**config.mk**
```make
export PLATFORM = sky130hd
export DESIGN_NAME = multi_item_vm
export DESIGN_NICKNAME = d
export VERILOG_FILES = /design/src/rtl/vm_pkg.sv /design/src/rtl/vm_coin_decode.sv /design/src/rtl/multi_item_vm.sv
export SDC_FILE = /design/constraint.sdc
export NUM_CORES = 1
export LEC_CHECK = 0
export CORE_MARGIN = 1.5
export CORE_UTILIZATION = 45
export DETAILED_ROUTE_END_ITERATION = 10
export GPL_TIMING_DRIVEN = 0
export PLACE_DENSITY_LB_ADDON = 0.1
export SLEW_MARGIN = 30
export SYNTH_ARGS = -nofsm -noshare
export SYNTH_HDL_FRONTEND = slang
export SYNTH_SLANG_ARGS = --single-unit
```
**constraint.sdc**
```tcl
create_clock -name clk -period 3.8 [get_ports clk]
set_input_delay 0.38 -clock clk [delete_from_list [all_inputs] [get_ports clk]]
set_output_delay 0.38 -clock clk [all_outputs]
set_load 0.01 [all_outputs]
```
**src/rtl/vm_pkg.sv**
```systemverilog
// rtl/vm_pkg.sv - coin encodings, coin values and FSM state type shared by the vending machine
package vm_pkg;

   typedef enum logic [1:0] {
      COIN_NONE = 2'b00,
      COIN_5    = 2'b01,
      COIN_10   = 2'b10,
      COIN_25   = 2'b11
   } coin_e;

   localparam int COIN_VAL_5  = 5;
   localparam int COIN_VAL_10 = 10;
   localparam int COIN_VAL_25 = 25;

   typedef enum logic [1:0] {
      ST_IDLE    = 2'd0,
      ST_COLLECT = 2'd1,
      ST_VEND    = 2'd2
   } vm_state_e;

endpackage

```
**src/rtl/vm_coin_decode.sv**
```systemverilog
// rtl/vm_coin_decode.sv - combinational coin code to credit value decoder
module vm_coin_decode
   import vm_pkg::*;
#(
   parameter int CREDIT_W = 8
) (
   input  logic [1:0]          coin_code,
   output logic [CREDIT_W-1:0] coin_value
);

   always_comb begin
      coin_value = '0;
      case (coin_e'(coin_code))
         COIN_5:  coin_value = CREDIT_W'(COIN_VAL_5);
         COIN_10: coin_value = CREDIT_W'(COIN_VAL_10);
         COIN_25: coin_value = CREDIT_W'(COIN_VAL_25);
         default: coin_value = '0;
      endcase
   end

endmodule

```
**src/rtl/multi_item_vm.sv**
```systemverilog
// rtl/multi_item_vm.sv - multi-item vending machine; VM_STOCK_EN adds per-item stock and restock
module multi_item_vm
   import vm_pkg::*;
#(
   parameter int                            NUM_ITEMS  = 4,
   parameter int                            CREDIT_W   = 8,
   parameter int                            MAX_CREDIT = 50,
   parameter logic [NUM_ITEMS*CREDIT_W-1:0] PRICES     = {8'd25, 8'd20, 8'd15, 8'd10}
`ifdef VM_STOCK_EN
   ,
   parameter int                            STOCK_INIT = 3
`endif
) (
   input  logic                 clk,
   input  logic                 reset,
   input  logic [3:0]           sel,
   input  logic                 sel_vld,
   input  logic [1:0]           coin,
   input  logic                 cancel,
   output logic                 dispense,
   output logic [3:0]           item,
   output logic [CREDIT_W-1:0]  change,
   output logic                 change_vld,
   output logic [CREDIT_W-1:0]  credit,
   output logic                 coin_reject
`ifdef VM_STOCK_EN
   ,
   input  logic                 restock,
   output logic [NUM_ITEMS-1:0] sold_out
`endif
);

   localparam logic [3:0]        NUM_ITEMS_L = 4'(NUM_ITEMS);
   localparam logic [CREDIT_W:0] MAX_L       = (CREDIT_W+1)'(MAX_CREDIT);

   vm_state_e           state_q, state_d;
   logic [CREDIT_W-1:0] credit_q, credit_d;
   logic [CREDIT_W-1:0] change_q, change_d;
   logic [3:0]          latch_q, latch_d;
   logic [3:0]          item_q, item_d;
   logic                dispense_q, dispense_d;
   logic                change_vld_q, change_vld_d;
   logic                coin_reject_q, coin_reject_d;

   logic [CREDIT_W-1:0] coin_val;
   logic [CREDIT_W-1:0] price;
   logic [CREDIT_W-1:0] new_credit;
   logic [CREDIT_W:0]   sum;
   logic [3:0]          next_item;
   logic                coin_ok;
   logic                sel_ok;
   logic                sold;
   logic                vend;

   vm_coin_decode #(.CREDIT_W(CREDIT_W)) u_coin_decode (
      .coin_code  (coin),
      .coin_value (coin_val)
   );

`ifdef VM_STOCK_EN
   localparam int STOCK_W = $clog2(STOCK_INIT + 1);
   logic [STOCK_W-1:0] stock_q [NUM_ITEMS];
   logic [STOCK_W-1:0] stock_d [NUM_ITEMS];

   always_comb begin
      sold = 1'b0;
      for (int i = 0; i < NUM_ITEMS; i++) begin
         sold_out[i] = (stock_q[i] == '0);
         if (sel == 4'(i + 1) && stock_q[i] == '0) sold = 1'b1;
      end
   end

   // Restock wins over a vend decrement landing on the same edge.
   always_comb begin
      for (int i = 0; i < NUM_ITEMS; i++) begin
         stock_d[i] = stock_q[i];
         if (restock) stock_d[i] = STOCK_W'(STOCK_INIT);
         else if (vend && next_item == 4'(i + 1) && stock_q[i] != '0) stock_d[i] = stock_q[i] - 1'b1;
      end
   end

   always_ff @(posedge clk) begin
      for (int i = 0; i < NUM_ITEMS; i++) begin
         if (!reset) stock_q[i] <= STOCK_W'(STOCK_INIT);
         else        stock_q[i] <= stock_d[i];
      end
   end
`else
   assign sold = 1'b0;
`endif

   always_comb begin
      sel_ok    = sel_vld && (sel != 4'd0) && (sel <= NUM_ITEMS_L) && !sold;
      next_item = (state_q != ST_VEND && sel_ok) ? sel : latch_q;
      sum       = {1'b0, credit_q} + {1'b0, coin_val};
      coin_ok   = (coin != 2'b00) && (sum <= MAX_L);
   end

   always_comb begin
      price = '0;
      for (int i = 0; i < NUM_ITEMS; i++) begin
         if (next_item == 4'(i + 1)) price = PRICES[i*CREDIT_W +: CREDIT_W];
      end
   end

   always_comb begin
      state_d       = state_q;
      credit_d      = credit_q;
      latch_d       = latch_q;
      dispense_d    = 1'b0;
      item_d        = 4'd0;
      change_d      = '0;
      change_vld_d  = 1'b0;
      coin_reject_d = 1'b0;
      new_credit    = credit_q;
      vend          = 1'b0;
      case (state_q)
         ST_VEND: begin
            coin_reject_d = (coin != 2'b00);
            latch_d       = 4'd0;
            state_d       = ST_IDLE;
         end
         default: begin
            if (cancel) begin
               coin_reject_d = (coin != 2'b00);
               if (credit_q != '0) begin
                  change_vld_d = 1'b1;
                  change_d     = credit_q;
               end
               credit_d = '0;
               latch_d  = 4'd0;
               state_d  = ST_IDLE;
            end else begin
               coin_reject_d = (coin != 2'b00) && !coin_ok;
               new_credit    = coin_ok ? sum[CREDIT_W-1:0] : credit_q;
               latch_d       = next_item;
               if (next_item != 4'd0 && new_credit >= price) begin
                  vend         = 1'b1;
                  dispense_d   = 1'b1;
                  item_d       = next_item;
                  change_d     = new_credit - price;
                  change_vld_d = 1'b1;
                  credit_d     = '0;
                  latch_d      = 4'd0;
                  state_d      = ST_VEND;
               end else begin
                  credit_d = new_credit;
                  state_d  = (next_item != 4'd0) ? ST_COLLECT : ST_IDLE;
               end
            end
         end
      endcase
   end

   always_ff @(posedge clk) begin
      if (!reset) begin
         state_q       <= ST_IDLE;
         credit_q      <= '0;
         latch_q       <= 4'd0;
         dispense_q    <= 1'b0;
         item_q        <= 4'd0;
         change_q      <= '0;
         change_vld_q  <= 1'b0;
         coin_reject_q <= 1'b0;
      end else begin
         state_q       <= state_d;
         credit_q      <= credit_d;
         latch_q       <= latch_d;
         dispense_q    <= dispense_d;
         item_q        <= item_d;
         change_q      <= change_d;
         change_vld_q  <= change_vld_d;
         coin_reject_q <= coin_reject_d;
      end
   end

   assign dispense    = dispense_q;
   assign item        = item_q;
   assign change      = change_q;
   assign change_vld  = change_vld_q;
   assign credit      = credit_q;
   assign coin_reject = coin_reject_q;

endmodule

```
==> results.md <==
* Status: finished with violations
* Violations in the final reports: negative setup slack
* Worst-path clk slew at about 0.10 ns
* # clock sinks at 28
* Core area at between 3000 and 4000 um^2
* Vias in the first global route at 1,688
* CP max-delay cell: dfxtp_4
* Ranking of synthesized cells by area: dfxtp_1 30%, ha_1 6.8%, nor2_1 4.5%
* WHS Endpoint: coin_reject
* # rows at 23
* DR WL/cell at 15.4 um
* Placed Instance Area at 2260 um^2
* Family with the most delay on the worst path: compound AO/OA/AOI/OAI gates
* Synth area leader: dfxtp_1
* CP Launch Type: flip-flop
* Layout cell share with drive strength beyond 1 at 0.351
* LEAKAGE at 1.09 nW
* CP cell instances: inv_2 > fa_2 > nand2b_4 > a21oi_2 > xor2_1 > o311a_1 > or2_1 > buf_6 > mux2i_4 > ha_4 > fa_2 > nor2b_1 > o21ai_1 > nand2b_1 > a21oi_2 > o211ai_2 > o31ai_4 > buf_6 > o21ai_1
* FMAX at 256 MHz
* Worst EP arrival at ~4 ns
* Worst Hold Launch: coin[0]
* GRT Total Usage at 0.228
* Critical path class: reg2reg
* CP max stage delay at between 0.4 and 0.5 ns
* Multi-input logic area at 1470 um^2
* Seq/Total Area, Yosys at 0.304
* Worst-Skew Late Latency at 0.28 ns
* Drt first-iter violations at 97
* Detailed Route WL at 5210 um
* Final antenna-violating net count at 0
* Final setup margin at -0.106 ns
* Antenna cell count at 0
* GP Congestion at roughly 0.88
* CTS tree: done
* Rel. slew slack at 0.621
* Synth Flop Type: dfxtp_1
* Worst Setup End Kind: flip-flop
* Register Area at 574 um^2
* CTS Hold Bufs at 0
* Max VDD drop at between 0.00015 and 0.0002 V
* Unrepaired setup endpoints after global routing: true
* Syn avg cell area at 8.05 um^2
* Initial antenna violation count at 0
* Worst EP required at 3.98 ns
* CP max FO at 7
* Netlist cell types at 54
* Hold WC Path Type: in2reg
* Grt total ovfl at 0
* Initial Util at 0.464
* Warnings, synthesis at 0
* First drt pass iteration count at 4
* FFs w/ async S/R, synth at 0
* Global Route met1 Usage at 0.248
* Die Ht at 67.0 um
* Drt via density at around 5.6
* Final setup violation count at 17
* Via count at between 1,500 and 2,000
* EDFF count, synth at 0
* Die area at 4490 um^2
* Skew final at 0.00461 ns
* Slew Limit Fails at 0
* Most Crowded Layer GR: met2
* Mapped Cells at 229
* Top cell type's share of synthesized area at 0.304
* Worst r2r dst: change[1]
* Num CTS Buffers at 3
* Syn Std Cell Area at 1840 um^2
* Worst Max-Slew Pin Slew at roughly 0.56 ns
* FF+latch count, synth at 28
* Number of max-cap violations at 0
* Root buffer cell: clkbuf_8
* Clk buf depth at 2
* Reg2reg start: credit[1]
* Setup slack, reg-to-reg at -0.11 ns
* PD cells at 430 nW/um^2
* Post-Syn Nets at about 250
* CP bufs+invs at 3
* Die Width at 67.0 um
* Met3 usage at 0.0456
* Largest net degree at the start of global routing at 17
* Fin crit period at 3.91 ns
* DRC at 0
* Ports at 33
* Final nets at 311
* Cells on worst reg2reg path at 19
* First-pass GRT wire length at 7660 um
* Final Hold Fails at 0
* CTS H-tree lvls at 1
* Worst Hold Depth at 2
* # fillers at around 320
* Fin area at 2810 um^2
* Dpl hpwl at 3470 um
* Synth-to-Final Area Change at 52.1%
* Pre-CTS setup slack at -1.15 ns
* Hold slack final at 0.420 ns
* Crit share post-route at 1.03
* Port bufs at 31
* Met2 Track Usage GR at 0.421
-- where the power goes --
group / leakage [nW] / internal [mW] / switching [mW]
Sequential: 0.230 / 0.316 / 0.0231
Clock: 0.0357 / 0.141 / 0.0998
Combinational: 0.823 / 0.318 / 0.308
Total: 1.09 / 0.775 / 0.431
-- per-layer routing --
metal / part of all wire / vias up
met5: 0 / -
met4: 0.022 / 0
met2: 0.52 / 45
met3: 0.039 / 10
li1: - / 922
met1: 0.42 / 904
-- worst max-delay path by stage --
| stage | endpoint | startpoint | cells after the start |
|---|---|---|---|
| after floorplan | change[4] | coin[0] | 19 |
| after global placement | change[1] | coin[0] | 22 |
| after detailed placement | item[0] | coin[0] | 22 |
| after CTS | item[1] | credit[0] | 20 |
| after global routing | change[1] | credit[0] | 20 |
| final | change[1] | credit[1] | 19 |
-- registers in the layout, summed over array words and instances, names as in the netlist --
signal       cells
state_q          2
change_vld       1
item             4
latch_q          4
change           8
coin_reject      1
credit           8
-- layout by cell type, fill, tap and decap left out, types with 5 or more instances in the layout --
cell and instances:
o21ai_1 12, a21oi_2 5, xnor2_1 5, nand2b_1 6, inv_2 5, nand2_1 21
buf_6 7, buf_4 21, inv_1 11, nor2b_1 6, nor2_1 15, nor2_2 5
o21ai_2 6, dfxtp_1 23, a21oi_1 6, ha_4 8, o21ai_0 8, clkdlybuf4s50_1 29
-- logic make-up (layout without fill, tap and decap cells) --
| family | count (synthesis) | count (layout) | share of synthesized area |
|---|---|---|---|
| multiplexers | 4 | 4 | 0.0217 |
| AO/OA/AOI/OAI | 67 | 67 | 0.254 |
| adder cells (fa/ha/maj) | 12 | 12 | 0.0896 |
| XOR/XNOR | 10 | 10 | 0.0475 |
| flip-flops | 28 | 28 | 0.304 |
| AND/OR/NAND/NOR | 82 | 82 | 0.223 |
| buffers and inverters | 26 | 85 | 0.0604 |
-- cell type report --
type                       instances  area share
sequential                        28       0.205
multi-input combinational        175       0.525
tap                               50      0.0223
clock buffer                       3      0.0147
timing repair buffer              55       0.178
buffer                            10      0.0232
inverter                          16      0.0214
clock inverter                     1      0.0107
-- Yosys cell counts, types with 3 or more instances --
| master | n |
|---|---|
| ha_1 | 10 |
| dfxtp_1 | 28 |
| a21oi_1 | 11 |
| or3_1 | 3 |
| and3_1 | 5 |
| nand2_1 | 21 |
| nor4_1 | 3 |
| o21ai_0 | 12 |
| mux2i_1 | 4 |
| o21ai_1 | 12 |
| buf_2 | 4 |
| nor2_1 | 22 |
| a21o_1 | 3 |
| xnor2_1 | 6 |
| xor2_1 | 4 |
| clkbuf_1 | 3 |
| inv_1 | 16 |
| and2_1 | 3 |
| nor2b_1 | 6 |
| nand2b_1 | 8 |
-- stage by stage --
| step | instances | TNS, ns | power [mW] | util |
|---|---|---|---|---|
| 4_1_cts | 326 | -0.264 | 1.07 | 0.637 |
| 3_5_place_dp | 310 | -26.64 | 0.753 | 0.570 |
| 5_1_grt | 338 | -4.75 | 1.27 | 0.706 |
| 2_1_floorplan | 229 | 0 | 0.638 | - |
| 6_report | 338 | -1.10 | 1.21 | 0.706 |
| 3_3_place_gp | 310 | -26.10 | 0.748 | 0.570 |
-- worst reg2reg max path: stages (launching register included) --
cell and delay (ns):
dfxtp_4 0.42, inv_2 0.06, fa_2 0.40, nand2b_4 0.17, a21oi_2 0.14, xor2_1 0.20, o311a_1 0.22, or2_1 0.12
buf_6 0.15, mux2i_4 0.27, ha_4 0.17, fa_2 0.20, nor2b_1 0.05, o21ai_1 0.11, nand2b_1 0.12, a21oi_2 0.22
o211ai_2 0.16, o31ai_4 0.38, buf_6 0.19, o21ai_1 0.06
-- timing repair --
action	CTS	global route
setup buffers	11	11
cloned	1	1
hold endpoints to repair	0	0
gates resized for setup	39	41
pin swaps	19	17
endpoints found under the setup margin	26	26
Note: power is estimated with default switching activity, not from simulation.
